<file path="src/rtl/pulse_train_gen.sv">
// pulse_train_gen: programmable pulse/pulse-train generator with one-shot, retrigger and continuous modes.
// Optional feature macro: PULSE_TRAIN_IDX_EN adds the pulse_idx output (index of current/last pulse).
module pulse_train_gen #(
    parameter int CNT_W = 16,
    parameter int REP_W = 8
) (
    input  logic             clk,
    input  logic             rst_n,
    input  logic             trig,
    input  logic             abort,
    input  logic [1:0]       mode,
    input  logic [CNT_W-1:0] len,
    input  logic [CNT_W-1:0] gap,
    input  logic [REP_W-1:0] reps,
    output logic             dout,
    output logic             busy,
`ifdef PULSE_TRAIN_IDX_EN
    output logic [REP_W-1:0] pulse_idx,
`endif
    output logic             done
);

    localparam logic [1:0] S_IDLE = 2'd0;
    localparam logic [1:0] S_HIGH = 2'd1;
    localparam logic [1:0] S_GAP  = 2'd2;
    localparam logic [1:0] M_RETRIG = 2'd1;
    localparam logic [1:0] M_CONT   = 2'd2;
    localparam logic [CNT_W-1:0] CNT_ONE = 1;
    localparam logic [REP_W-1:0] REP_ONE = 1;

    logic [1:0]       r_state;
    logic [1:0]       r_mode;
    logic [CNT_W-1:0] r_len;
    logic [CNT_W-1:0] r_gap;
    logic [REP_W-1:0] r_reps;
    logic [CNT_W-1:0] r_cnt;
    logic [REP_W-1:0] r_pcnt;
    logic             r_dout;
    logic             r_busy;
    logic             r_done;

    logic [CNT_W-1:0] w_len_last;
    logic [CNT_W-1:0] w_gap_last;
    logic [REP_W-1:0] w_reps_last;
    logic [REP_W-1:0] w_pcnt_inc;
    logic             w_high_end;
    logic             w_gap_end;
    logic             w_more;
    logic             w_start;
    logic [1:0]       w_nxt_state;
    logic [CNT_W-1:0] w_nxt_cnt;
    logic [REP_W-1:0] w_nxt_pcnt;
    logic             w_nxt_done;

    // A zero length/gap/reps behaves like one, so the terminal count is value-1 clamped at 0.
    assign w_len_last  = (r_len  == '0) ? '0 : r_len  - CNT_ONE;
    assign w_gap_last  = (r_gap  == '0) ? '0 : r_gap  - CNT_ONE;
    assign w_reps_last = (r_reps == '0) ? '0 : r_reps - REP_ONE;
    assign w_pcnt_inc  = (r_pcnt == '1) ? r_pcnt : r_pcnt + REP_ONE;
    assign w_high_end  = (r_cnt == w_len_last);
    assign w_gap_end   = (r_cnt == w_gap_last);
    assign w_more      = (r_mode == M_CONT) || (r_pcnt < w_reps_last);
    // Only an idle block or a running retrigger-mode train accepts a start; abort always wins.
    assign w_start     = trig && !abort && ((r_state == S_IDLE) || (r_mode == M_RETRIG));

    // Next-state, counter and completion-strobe decision for the train sequencer.
    always_comb begin
        w_nxt_state = r_state;
        w_nxt_cnt   = r_cnt;
        w_nxt_pcnt  = r_pcnt;
        w_nxt_done  = 1'b0;
        if (abort) begin
            w_nxt_state = S_IDLE;
            w_nxt_cnt   = '0;
            w_nxt_pcnt  = '0;
        end else if (w_start) begin
            w_nxt_state = S_HIGH;
            w_nxt_cnt   = '0;
            w_nxt_pcnt  = '0;
        end else if (r_state == S_HIGH) begin
            if (w_high_end) begin
                w_nxt_cnt   = '0;
                w_nxt_state = w_more ? S_GAP : S_IDLE;
                w_nxt_pcnt  = w_more ? w_pcnt_inc : r_pcnt;
                w_nxt_done  = !w_more;
            end else begin
                w_nxt_cnt = r_cnt + CNT_ONE;
            end
        end else if (r_state == S_GAP) begin
            w_nxt_state = w_gap_end ? S_HIGH : S_GAP;
            w_nxt_cnt   = w_gap_end ? '0 : r_cnt + CNT_ONE;
        end else if (r_state != S_IDLE) begin
            w_nxt_state = S_IDLE;
            w_nxt_cnt   = '0;
        end
    end

    // Sequencer state, configuration latched at each start, and registered outputs.
    always_ff @(posedge clk or negedge rst_n) begin
        if (!rst_n) begin
            r_state <= S_IDLE;
            r_mode  <= '0;
            r_len   <= '0;
            r_gap   <= '0;
            r_reps  <= '0;
            r_cnt   <= '0;
            r_pcnt  <= '0;
            r_dout  <= 1'b0;
            r_busy  <= 1'b0;
            r_done  <= 1'b0;
        end else begin
            r_state <= w_nxt_state;
            r_cnt   <= w_nxt_cnt;
            r_pcnt  <= w_nxt_pcnt;
            r_dout  <= (w_nxt_state == S_HIGH);
            r_busy  <= (w_nxt_state != S_IDLE);
            r_done  <= w_nxt_done;
            if (w_start) begin
                r_mode <= mode;
                r_len  <= len;
                r_gap  <= gap;
                r_reps <= reps;
            end
        end
    end

`ifdef PULSE_TRAIN_IDX_EN
    logic [REP_W-1:0] r_idx;
    logic [REP_W-1:0] w_nxt_idx;

    // Index advances on each gap-to-high transition, saturating, and holds after the train ends.
    always_comb begin
        w_nxt_idx = r_idx;
        if (!abort && w_start)
            w_nxt_idx = '0;
        else if (!abort && (r_state == S_GAP) && w_gap_end)
            w_nxt_idx = (r_idx == '1) ? r_idx : r_idx + REP_ONE;
    end

    // Pulse index register.
    always_ff @(posedge clk or negedge rst_n) begin
        if (!rst_n)
            r_idx <= '0;
        else
            r_idx <= w_nxt_idx;
    end

    assign pulse_idx = r_idx;
`endif

    assign dout = r_dout;
    assign busy = r_busy;
    assign done = r_done;

endmodule

</file>
<file path="config.mk">
export PLATFORM = sky130hd
export DESIGN_NAME = pulse_train_gen
export DESIGN_NICKNAME = d
export VERILOG_FILES = /design/src/rtl/pulse_train_gen.sv
export SDC_FILE = /design/constraint.sdc
export NUM_CORES = 1
export LEC_CHECK = 0
export CAP_MARGIN = 15
export CORE_AREA = 2 2 97 99
export CTS_BUF_LIST = sky130_fd_sc_hd__clkbuf_8
export DETAILED_ROUTE_END_ITERATION = 12
export DIE_AREA = 0 0 99 101
export GPL_ROUTABILITY_DRIVEN = 1
export PLACE_DENSITY = 0.79
export SYNTH_ARGS = -nofsm -noshare
export SYNTH_HDL_FRONTEND = slang
export SYNTH_SLANG_ARGS = --single-unit
export TNS_END_PERCENT = 50
</file>
<file path="constraint.sdc">
create_clock -name clk -period 4.2 [get_ports clk]
set_input_delay 0.84 -clock clk [delete_from_list [all_inputs] [get_ports clk]]
set_output_delay 0.84 -clock clk [all_outputs]
set_load 0.05 [all_outputs]
</file>
==> results.toml, run 1 <==
[yosys]
synth_edf_count = 0
syn_area_um2 = 5250
postSynth.asyncResetShare_pct = 100
syn_nets = 651
ys_types = 68
yosysWarnings = 0
seq_area_frac_synth_pct = 33.9
syn_area_per_cell_um2 = 8.89
syn_inst = 590
synth_top_flop_cell = "dfrtp_1"
synth-seq-cells = 71

[timing]
whs_ns = 0.525
final-setup-viol-count = 0
tightest_slew_ns = 1.04
fmax_ghz = 0.259
fin_crit_sh_pct = 92.0
slew_headroom_pct = 30.4
rsz0062_at_grt = "no"
final-hold-violation-count = 0
clock-skew-final_ns = 0.0124
slew_violations = 0
period_needed_ns = 3.86
setup-tns-final_ns = 0

[floorplan]
fp.dieArea_um2 = 10000
rows = 35
die_x_um = 99
die_y_um = 101
ios = 49
core_area_um2 = 8980
initial_core_util_pct = 58.4

[global_route]
antenna_found_initial = 0
grt_max_degree = 43
grt_pass1_vias = 4598
grt_pass1_wl_um = 21700
grt_overflow = 0
grt_usage_pct = 27.1

[drt]
wl_per_cell_um = 17.7
drt-pass1-iter-count = 5
drt_iter0_drc = 255
drc_errors = 0
ant_nets = 0
totalWireLength_um = 13000
via_per_inst = 6.33
vias = 4653

[setup_path]
reg2regPathDepth = 10
crit_chain = "or4_4 -> or4_4 -> a21boi_0 -> or4_1 -> o311a_2 -> nor4_4 -> buf_4 -> nand3_1 -> or3_1 -> a21oi_1"
endpoint_kind = "register"
cp_num_buf_inv = 1
crit_slowest_cell = "or4_4"
worstPathArrival_ns = 4.15
start_kind = "register"
rr_endpoint = "r_pcnt[4]"
cp_slowest_stage_delay_ns = 0.65
cp_top_family = "simple AND/OR/NAND/NOR gates"
worstReg2RegStart = "r_len[2]"
cp_max_fo = 12
required_ns = 4.48
worstSetupPathType = "reg2reg"
r2r_slack_ns = 0.34
path_common_cell = "or4_4"

[clock_network]
cts_tree = "yes"
cts_hold_buffers = 0
clk_latency_ns = 0.36
cts_buffer_depth = 2
ctsHtreeMaxLevel = 3
clkTransAtPathRegs_ns = 0.09
cts.sinks = 71
ctsRootBufferMaster = "clkbuf_8"
ctsResizeCount = 0
cts_setup_buffers = 0
cts_buffers = 9

[power]
pwr_density_cell_nw_per_um2 = 434
p_leak_nw = 2.37
peakVddDrop_mv = 0.290
p_total_w = 0.00258

[cells_and_area]
post_route_cells_drive_above_1_share_pct = 14.3
layout_commonest_cell = "dfrtp_1"
layout_common_cells = "dfrtp_1 (71), nor2_1 (59), clkdlybuf4s50_1 (47), mux2_2 (43), nand2_1 (32)"
area_growth_pct = 13.5
nFillCells = 753
finalNetCount = 680
layout.cells.non_filler = 735
finish.utilization_pct = 66.4
antenna_cells = 0

[placed_design]
dpl.hpwl_um = 9840
dp_cells = 719
routabilityCongestion = 0.926
port_buffers = 48

[worst_hold_path]
hold_start = "r_mode[0]"
holdPathStages = 1
min_path_type = "reg2reg"
min_to = "r_mode[0]"

[run_status]
outcome = "complete, no violations"

[job]
drv_cap = 0
==> synthesized netlist by cell type (17+ instances only) <==
master	count	area, µm²
nand3_1	18	90.1
inv_1	20	75.1
clkbuf_1	32	120
nor3_1	17	85.1
nand2_1	32	120
nor2_1	59	221
xor2_1	24	210
o21ai_0	18	90.1
dfrtp_1	71	1780
mux2_2	43	484
xnor2_1	24	210
nand4_1	18	113
a21oi_1	22	110
==> power breakdown <==
part	switching, W	leakage, nW	internal (W)
logic	0.000495	1.38	0.000475
clock network	0.000290	0.0963	0.000251
registers	0.000251	0.893	0.000820
total	0.00104	2.37	0.00155
==> state kept, by name (all words and copies together), names as in the netlist <==
register	cells
r_reps	8
r_mode	2
r_gap	16
busy	1
dout	1
r_len	16
r_cnt	16
r_state	2
r_pcnt	8
done	1
==> kinds of logic after synthesis <==
| group | after synthesis | share of synthesized area [%] |
|---|---|---|
| mux | 48 | 10.2 |
| xor+xnor | 48 | 8.01 |
| fa+ha+maj | 15 | 3.58 |
| simple gates | 245 | 26.0 |
| flops | 71 | 33.9 |
| buf+inv | 59 | 4.56 |
| compound gates | 104 | 13.8 |
==> per-stage QoR <==
stage	setup WS, ns	area, µm²
after floorplan	0.490	5250
after global placement	0.474	5770
after detailed placement	0.374	5770
after CTS	0.350	5960
after global routing	0.187	5960
final	0.335	5960
==> layout make-up <==
class	instances	area [µm²]	share of cell area, %
Clock inverter	5	38.8	0.651
Inverter	20	75.1	1.26
Tap cell	111	139	2.33
Sequential cell	71	1780	29.8
Multi-Input combinational cell	460	3230	54.3
Timing Repair Buffer	57	543	9.12
Clock buffer	11	151	2.54
==> per-layer routing <==
| layer | global-route usage (%) | share of wire (%) |
|---|---|---|
| met1 | 34.5 | 44 |
| met2 | 45.8 | 49 |
| met3 | 4.23 | 4.6 |
| met4 | 12.0 | 2.8 |
| met5 | 0 | 0 |
==> worst max path at each step <==
| stage | from | slack [ns] | end | cells after the start |
|---|---|---|---|---|
| 4_1_cts | r_len[2] | 0.35 | r_pcnt[4] | 10 |
| 3_5_place_dp | r_len[2] | 0.37 | r_pcnt[4] | 10 |
| 5_1_grt | r_len[2] | 0.19 | r_pcnt[4] | 10 |
| 6_report | r_len[2] | 0.34 | r_pcnt[4] | 10 |
| 3_3_place_gp | r_len[2] | 0.47 | r_pcnt[4] | 10 |
| 2_1_floorplan | r_len[3] | 0.49 | dout | 11 |
Note: power is estimated with default switching activity, not from simulation.
==> run 2, diff against run 1 <==
ABC_CLOCK_PERIOD_IN_PS = 4200   (was default)
==> results of run 2 <==
Same layout as run 1: the final DEF is identical, and so are final timing and power.
